$ cat src/rtl/jk_bank_pkg.sv
// jk_bank_pkg
// Shared definitions for the JK bank controller: the 2-bit {j,k} operation
// encodings and the controller FSM state type.
package jk_bank_pkg;

    localparam logic [1:0] OP_HOLD = 2'b00;
    localparam logic [1:0] OP_CLR  = 2'b01;
    localparam logic [1:0] OP_SET  = 2'b10;
    localparam logic [1:0] OP_TGL  = 2'b11;

    typedef enum logic [1:0] {
        IDLE  = 2'd0,
        APPLY = 2'd1,
        ACK   = 2'd2
    } state_t;

endpackage

$ cat src/rtl/jk_cell.sv
// jk_cell
// One JK flip-flop.
// Ports:
//   clk   - clock, updates on posedge
//   rst   - synchronous active-high reset, wins over j/k
//   j, k  - 00 hold, 01 clear, 10 set, 11 toggle
//   q     - stored bit
//   q_bar - ~q
module jk_cell (
    input  logic clk,
    input  logic rst,
    input  logic j,
    input  logic k,
    output logic q,
    output logic q_bar
);

    always_ff @(posedge clk) begin
        if (rst) begin
            q <= 1'b0;
        end else begin
            case ({j, k})
                2'b01:   q <= 1'b0;
                2'b10:   q <= 1'b1;
                2'b11:   q <= ~q;
                default: q <= q;
            endcase
        end
    end

    assign q_bar = ~q;

endmodule

$ cat src/rtl/jk_bank_ctrl.sv
// jk_bank_ctrl
// Round-robin sequencer sharing one bank of WIDTH JK cells between N_REQ
// requesters. One operation takes three cycles: IDLE (select), APPLY (drive
// J/K for the masked bits), ACK (grant pulse).
//
// Handshake: req[i] is a level valid held by requester i until gnt[i]
// pulses; gnt[i] is the one-cycle completion (ready) response. op/mask are
// sampled only in the IDLE cycle that selects the requester. In the IDLE
// cycle directly after ACK the just-served requester is ineligible, so a
// requester may take one cycle to drop req after its grant.
//
// Ports:
//   clk, rst   - clock; synchronous active-high reset
//   req        - per-requester level request
//   op         - per-requester {j,k}; requester i uses op[2i+1:2i]
//   mask       - per-requester bit select; requester i uses mask[WIDTH*i +: WIDTH]
//   gnt        - one-hot completion pulse
//   done       - high with any gnt bit
//   busy       - high whenever the FSM is not IDLE
//   q, q_bar   - bank contents and complement
//   dbg_state  - current FSM state
//   dbg_ptr    - round-robin pointer
module jk_bank_ctrl
    import jk_bank_pkg::*;
#(
    parameter int N_REQ = 4,
    parameter int WIDTH = 8
) (
    input  logic                       clk,
    input  logic                       rst,
    input  logic [N_REQ-1:0]           req,
    input  logic [2*N_REQ-1:0]         op,
    input  logic [N_REQ*WIDTH-1:0]     mask,
    output logic [N_REQ-1:0]           gnt,
    output logic                       done,
    output logic                       busy,
    output logic [WIDTH-1:0]           q,
    output logic [WIDTH-1:0]           q_bar,
    output state_t                     dbg_state,
    output logic [$clog2(N_REQ)-1:0]   dbg_ptr
);

    localparam int IDXW = $clog2(N_REQ);
    localparam logic [IDXW:0] NREQ_W = (IDXW+1)'(N_REQ);

    state_t            state, state_nxt;
    logic [IDXW-1:0]   ptr;
    logic [IDXW-1:0]   sel_idx;
    logic [1:0]        sel_op;
    logic [WIDTH-1:0]  sel_mask;
    logic              holdoff;

    logic [N_REQ-1:0]  elig;
    logic              found;
    logic [IDXW-1:0]   pick;
    logic [1:0]        pick_op;
    logic [WIDTH-1:0]  pick_mask;
    logic [WIDTH-1:0]  j, k;

    // Round-robin pick: first eligible requester at or after ptr. The
    // candidate index is kept one bit wider so ptr+i can wrap modulo N_REQ
    // even when N_REQ is not a power of two.
    always_comb begin
        logic [IDXW:0] cand;
        cand      = '0;
        elig      = req;
        found     = 1'b0;
        pick      = '0;
        pick_op   = '0;
        pick_mask = '0;
        if (holdoff) elig[sel_idx] = 1'b0;
        for (int i = 0; i < N_REQ; i++) begin
            cand = {1'b0, ptr} + (IDXW+1)'(i);
            if (cand >= NREQ_W) cand = cand - NREQ_W;
            if (!found && elig[cand[IDXW-1:0]]) begin
                found = 1'b1;
                pick  = cand[IDXW-1:0];
            end
        end
        for (int i = 0; i < N_REQ; i++) begin
            if (pick == IDXW'(i)) begin
                pick_op   = op[2*i +: 2];
                pick_mask = mask[WIDTH*i +: WIDTH];
            end
        end
    end

    always_comb begin
        state_nxt = state;
        gnt       = '0;
        done      = 1'b0;
        busy      = (state != IDLE);
        j         = '0;
        k         = '0;
        case (state)
            IDLE: begin
                if (found) state_nxt = APPLY;
            end
            APPLY: begin
                j         = {WIDTH{sel_op[1]}} & sel_mask;
                k         = {WIDTH{sel_op[0]}} & sel_mask;
                state_nxt = ACK;
            end
            ACK: begin
                gnt[sel_idx] = 1'b1;
                done         = 1'b1;
                state_nxt    = IDLE;
            end
            default: state_nxt = IDLE;
        endcase
    end

    always_ff @(posedge clk) begin
        if (rst) state <= IDLE;
        else     state <= state_nxt;
    end

    always_ff @(posedge clk) begin
        if (rst) begin
            ptr      <= '0;
            sel_idx  <= '0;
            sel_op   <= '0;
            sel_mask <= '0;
            holdoff  <= 1'b0;
        end else begin
            // Holdoff is live only in the IDLE cycle right after ACK.
            holdoff <= (state == ACK);
            if (state == IDLE && found) begin
                sel_idx  <= pick;
                sel_op   <= pick_op;
                sel_mask <= pick_mask;
            end
            if (state == ACK) begin
                ptr <= (sel_idx == IDXW'(N_REQ-1)) ? '0 : sel_idx + 1'b1;
            end
        end
    end

    for (genvar b = 0; b < WIDTH; b++) begin : g_bank
        jk_cell u_cell (
            .clk   (clk),
            .rst   (rst),
            .j     (j[b]),
            .k     (k[b]),
            .q     (q[b]),
            .q_bar (q_bar[b])
        );
    end

    assign dbg_state = state;
    assign dbg_ptr   = ptr;

endmodule
$ cat config.mk
export PLATFORM = sky130hd
export DESIGN_NAME = jk_bank_ctrl
export DESIGN_NICKNAME = d
export VERILOG_FILES = /design/src/rtl/jk_bank_pkg.sv /design/src/rtl/jk_cell.sv /design/src/rtl/jk_bank_ctrl.sv
export SDC_FILE = /design/constraint.sdc
export NUM_CORES = 1
export LEC_CHECK = 0
export ABC_AREA = 1
export BUFFER_PORTS_ARGS = -buffer_cell sky130_fd_sc_hd__buf_2
export CORE_MARGIN = 1
export CORE_UTILIZATION = 40
export CTS_CLUSTER_DIAMETER = 120
export DETAILED_ROUTE_END_ITERATION = 6
export PLACE_DENSITY_LB_ADDON = 0.25
export SETUP_SLACK_MARGIN = 0.2
export SLEW_MARGIN = 10
export SYNTH_ARGS = -nofsm -noshare
export SYNTH_HDL_FRONTEND = slang
export SYNTH_SLANG_ARGS = --single-unit
$ cat constraint.sdc
create_clock -name clk -period 2.2 [get_ports clk]
set_input_delay 0.11 -clock clk [delete_from_list [all_inputs] [get_ports clk]]
set_output_delay 0.11 -clock clk [all_outputs]
set_load 0.02 [all_outputs]
Word-level counts from Yosys, hierarchy flattened. Cells that the tools add are included.

Output and inout port bits: 26. Logic and storage cells: 140. Register bits: 25.

$add $sub $neg: 8. Reductions and logical operators: 19. Bitwise gates (word level): 12. Equality and inequality tests: 31. Muxes and demuxes: 46. Magnitude comparators: 10.

Operators with widths (count): 2-to-1 mux 8 bit (6); == test 2 bit (second input constant) (20); 2-to-1 mux 2 bit (14); one-hot mux 1 bit (3 select lines) (8); nonzero test 3 bit (8); == test 2 x 1 -> 1 bit (second input constant) (10); bitwise AND 8 bit (2); less-than comparator 2 x 3 -> 1 bit (second input constant) (5); 2-to-1 mux 1 bit (10); >= comparator 3 bit (second input constant) (3); binary-select mux 1 bit (select 2 bit) (4); 2-to-1 mux 4 bit (2); inverter 1 bit (8); subtractor 2 x 1 -> 2 bit (second input constant) (4); adder 2 x 2 -> 3 bit (second input constant) (2); logical AND 1 bit (5); bitwise AND 4 bit (1); zero test 2 bit (2); inverter 4 bit (1); one-hot mux 2 bit (2 select lines) (1); adder 2 x 1 -> 3 bit (second input constant) (1); >= comparator 2 x 3 -> 1 bit (second input constant) (1); zero test 1 bit (3); adder 2 x 1 -> 2 bit (second input constant) (1); other kinds (4) (4).

Longest topological paths before layout.
Depth after elaboration: 24. Depth in mapped cells: 18. Depth with buffers taken out: 17.

By module. Synthesis repeated with hierarchy kept, for this count alone.

Cell total of the unflattened synthesis: 297. Area, all modules: 1963.1 um2.

Modules (own cells, without submodules): jk_bank_ctrl (area each 1622.8 um2, cells an instance 241, seq. area each 340.3 um2, instances 1); jk_cell (area each 42.5 um2, cells an instance 7, seq. area each 20.0 um2, instances 8).

Worst setup path before layout. OpenSTA, ideal clock, no wires.

Kind: register to register. Start: reg ptr[0] (netlist: dbg_ptr[0]). End: reg sel_mask[0]. Path buffers: 2. Slack: 284 ps. Cell stages (with the launch flop): 16. Setup time: 138 ps. Period minus slack after synthesis: 1916 ps. Arrival: 1778 ps. Data required time: 2062 ps. Cell sequence: dfxtp_1 buf_6 inv_6 nand3_1 nand3_2 nand2_2 nand2_1 nor2_1 nand3_1 nand2_2 nand2_4 buf_6 o21ai_1 inv_1 nand2_1 a21oi_2.

Cells in the longest elaborated chain, start to end: 19.

Ends and longest elaborated chain: start, declared (line jk_bank_ctrl.sv:47) `logic [IDXW-1:0] ptr;`; start signal, assigned (line jk_bank_ctrl.sv:134) `ptr <= (sel_idx == IDXW'(N_REQ-1)) ? '0 : sel_idx + 1'b1;`; parallel branches: the longest is 19 deep, another holds adder 2 x 1 -> 3 bit; end signal, assigned (line jk_bank_ctrl.sv:131) `sel_mask <= pick_mask;`; end, declared (line jk_bank_ctrl.sv:50) `logic [WIDTH-1:0] sel_mask;`.

Parallel ways; which one is timed is not known. The select of a mux whose other input is x is not followed. A chain may end at the register's enable or synchronous reset.

Worst setup path in the final report.
Start: reg sel_idx[1]. End: reg sel_mask[3].

Cells in the longest elaborated chain, start to end: 24.

Ends and longest elaborated chain: start, declared (line jk_bank_ctrl.sv:48) `logic [IDXW-1:0] sel_idx;`; start signal, assigned (line jk_bank_ctrl.sv:129) `sel_idx <= pick;`; less-than comparator 2 x 3 -> 1 bit (implied by the code) / >= comparator 2 x 1 -> 1 bit (equally long branches) (line jk_bank_ctrl.sv:71) `if (holdoff) elig[sel_idx] = 1'b0;`; logical AND 1 bit (implied by the code) (line jk_bank_ctrl.sv:71); 2-to-1 mux 1 bit (implied by the code) (line jk_bank_ctrl.sv:71); demux 1 bit (select 2 bit) * (line jk_bank_ctrl.sv:71); inverter 4 bit (no line) *; bitwise AND 4 bit (no line) *; 2-to-1 mux 4 bit * (line jk_bank_ctrl.sv:71); binary-select mux 1 bit (select 2 bit) (line jk_bank_ctrl.sv:75) `if (!found && elig[cand[IDXW-1:0]]) begin`; (+5 left out); zero test 1 bit (line jk_bank_ctrl.sv:75); logical AND 1 bit (line jk_bank_ctrl.sv:75); 2-to-1 mux 1 bit (line jk_bank_ctrl.sv:75); zero test 1 bit (line jk_bank_ctrl.sv:75); logical AND 1 bit (line jk_bank_ctrl.sv:75); 2-to-1 mux 2 bit (line jk_bank_ctrl.sv:75); zero test 2 bit (line jk_bank_ctrl.sv:81) `if (pick == IDXW'(i)) begin`; 2-to-1 mux 8 bit (4 in series) (line jk_bank_ctrl.sv:81).

Every way passes the cells marked *; elsewhere a longest branch is shown, timed or not. The select of a mux whose other input is x is not followed.

==> results by group <==
Clock tree
  • CTS Hold Bufs: 0
  • CTS max path bufs: 2
  • CTS tree: yes
  • H-tree levels: 1
  • CTS Buf Count: 3
  • CTS Sinks: 25
  • Worst skew pair latency: 0.27 ns
  • Worst-path clk slew: 0.09 ns
  • Root buffer cell: clkbuf_8

Floorplanning
  • Num rows: 24
  • Initial Utilization: 0.415
  • Die ar.: 4790 µm²
  • Die X: 69.2 µm
  • Core area: 4350 µm²
  • # IOs: 72
  • Die height: 69.2 µm

Timing
  • Clk_skew: 0.00591 ns
  • Final WS setup: 0.122 ns
  • Relative slew slack: 0.653
  • Slew @ Worst Pin: 0.519 ns
  • Final period utilization: 0.945
  • Final setup violating endpoints: 0
  • Hold slack: 0.197 ns
  • Slew Viols, Final: 0
  • Min Tclk post-route: 2.08 ns
  • RSZ-0062 raised after global routing: yes
  • Fin. Hold Viols: 0
  • Achievable frequency: 481 MHz

Critical path
  • Reg-to-Reg Start: sel_idx[1]$_SDFFE_PP0P_
  • CP delay by family, top: simple AND/OR/NAND/NOR gates
  • CP max-delay cell: dfxtp_4
  • RR Endpoint: sel_mask[3]$_SDFFE_PP0P_
  • Critical Path, Cell by Cell: buf_6 -> ha_4 -> nand2_4 -> nand3_4 -> nand3_2 -> nand2_4 -> buf_4 -> a21oi_2 -> nand2_2 -> nand2_8 -> buf_8 -> nand3_1 -> nand4_1 -> nand2_1 -> a21oi_2
  • Worst path max stage delay: 0.37 ns
  • Flop-to-flop setup slack: 0.12 ns
  • Req. time, crit path: 2.40 ns
  • Crit path buf inv count: 3
  • WP data arrival: 2.28 ns
  • Reg2reg path depth: 15
  • Kind of critical path: flop to flop
  • Critical Path Source Type: flop
  • Setup crit end kind: flop
  • CP max FO: 9

Finish
  • Share of layout cells above drive strength 1: 0.487
  • Fin nets: 392
  • Non-Filler Instances: 393
  • Area grow syn2layout: 41.1%
  • ANT cells: 0

Min path
  • Hold path startpoint: op[6]
  • Hold endpoint: sel_op[0]$_SDFFE_PP0P_
  • Hold WC Path Type: input pin to flop
  • Hold path cells: 5

Global routing
  • First-pass GRT wire length: 8160 µm
  • Global Route Usage Sum: 0.205
  • Largest net degree at the start of global routing: 24
  • Antenna violations before repair: 0
  • Number of global-route vias before repair: 1800
  • GRT Residual Overflow: 0

Route
  • Post-DR vias/cell: 5.13
  • DR pass1 iterations: 4
  • ANT nets after route: 0
  • Iter 0 DRT Violations: 117
  • Via count: 2018
  • Final WL: 5090 µm
  • Routed wire per std cell: 12.9 µm
  • Drt drc: 0

Yosys
  • Largest family of logic cells by synthesized area: simple AND/OR/NAND/NOR gates
  • Compound-Gate Fraction of Synth Area: 0.164
  • Post-Synth Adder-Cell Area: 0.0277
  • Post-synthesis net count: 321
  • Syn avg cell area: 6.67 µm²
  • Cells after synthesis: 271
  • Post-Synth Simple-Gate Area: 0.343
  • Synthesized area: 1810 µm²
  • Register bit total from synthesis: 25
  • XOR/XNOR Fraction of Synth Area: 0
  • Cell variety after synth: 29
  • Multiplexer share of the synthesized area: 0
  • Synth warn: 0
  • Post-synthesis sequential area ratio: 0.277

Power and ir drop
  • Switch Pwr: 875 µW
  • Internal: 1120 µW
  • Switching Fraction: 0.438
  • Power Dens Cells: 784 nW/µm²
  • Gate power share: 0.559
  • Static Leak: 0.00116 µW
  • Power share of the clock group: 0.135
  • Seq pwr share: 0.305
  • Total chip power: 2000 µW
  • Peak VDD IR: 0.000365 V

Placement
  • Post-DP HPWL: 3370 µm
  • Pre-CTS setup slack: -0.0206 ns
  • RD Place Congestion: 0.851
  • Post-placement cell count: 375
  • Port-buffer cells: 71

Flow run
  • Max-cap violations: 0

Status
  • Outcome: complete, no violations
per-stage QoR:
stage               setup TNS (ns)  utilization  cell area [µm²]
finish                           0        0.586             2550
global route               -0.0875        0.586             2550
CTS                              0        0.547             2380
detailed placement         -0.0733        0.478             2080
global placement                 0        0.478             2080
floorplan                        0            -             1810
logic make-up (layout without fill, tap and decap cells):
logic type	count (synthesis)	in the layout
AO/OA/AOI/OAI	47	47
AND/OR/NAND/NOR	132	135
adder cells (fa/ha/maj)	4	4
buffers and inverters	63	130
flip-flops	25	25
routing by layer:
layer  up-vias  wire [µm]  global-route usage
li1       1025          -                   -
met1       914       2390               0.289
met2        68       2370               0.332
met3        11        240              0.0233
met4         0         87              0.0544
met5         -          0                   0
tightest hold or removal path, cell delays in order:
cell and delay, ns:
buf_2 0.08, o21ai_1 0.06, inv_1 0.04, nand2_1 0.06
a21oi_2 0.10
area by class of cell:
cell class / count / area [µm²]
multi-input combinational: 186 / 1240
clock buffer: 4 / 45.0
tap: 52 / 65.1
inverter: 38 / 160
timing repair buffer: 88 / 522
sequential: 25 / 514
fill: 394 / 1800
timing repair:
item | in CTS | in global routing
setup buffers | 7 | 2
endpoints found under the setup margin | 11 | 13
resized for setup | 52 | 38
gates cloned | 3 | 2
pin swaps | 15 | 28
sequential cells by signal (all words and copies together) (netlist names):
name,count
sel_mask,8
g_bank.u_cell.q,8
sel_idx,2
holdoff,1
sel_op,2
dbg_ptr,2
dbg_state,2
power groups by stage:
stage / combinational (µW) / clock [µW] / sequential (µW)
floorplan: 605 / 0 / 588
global placement: 759 / 0 / 598
detailed placement: 766 / 0 / 600
CTS: 987 / 272 / 600
global route: 1230 / 292 / 622
finish: 1120 / 271 / 611
worst max path at each step:
stage | from | endpoint | slack (ns) | depth (start not counted)
2_1_floorplan | dbg_ptr[0]$_SDFFE_PP0P_ | sel_mask[0]$_SDFFE_PP0P_ | 0.28 | 15
5_1_grt | sel_idx[1]$_SDFFE_PP0P_ | sel_op[1]$_SDFFE_PP0P_ | -0.03 | 17
4_1_cts | sel_idx[1]$_SDFFE_PP0P_ | sel_op[1]$_SDFFE_PP0P_ | 0.17 | 16
6_report | sel_idx[1]$_SDFFE_PP0P_ | sel_mask[3]$_SDFFE_PP0P_ | 0.12 | 15
3_3_place_gp | sel_idx[0]$_SDFFE_PP0P_ | sel_mask[7]$_SDFFE_PP0P_ | 0.02 | 16
3_5_place_dp | sel_idx[0]$_SDFFE_PP0P_ | sel_mask[5]$_SDFFE_PP0P_ | -0.02 | 16
Yosys cell counts, drive strengths merged:
master | n | share of area
clkinv | 1 | 0.0021
clkbuf | 2 | 0.0042
a21oi | 24 | 0.085
dfxtp | 25 | 0.28
buf | 23 | 0.10
nand4 | 10 | 0.035
ha | 4 | 0.028
a21boi | 1 | 0.0042
a211oi | 1 | 0.0042
nor3 | 1 | 0.0028
a311oi | 6 | 0.029
inv | 37 | 0.080
nand2 | 67 | 0.15
o21ai | 15 | 0.042
nand3 | 36 | 0.11
nor2 | 18 | 0.043
layout by cell type (no fill, tap or decap), drive strengths merged, types with 4 or more instances in the layout:
master	n
buf	88
nand2	69
inv	37
nand3	36
dfxtp	25
a21oi	24
nor2	19
o21ai	15
nand4	10
a311oi	6
ha	4
clkbuf	4
Note: power is estimated with default switching activity, not from simulation.
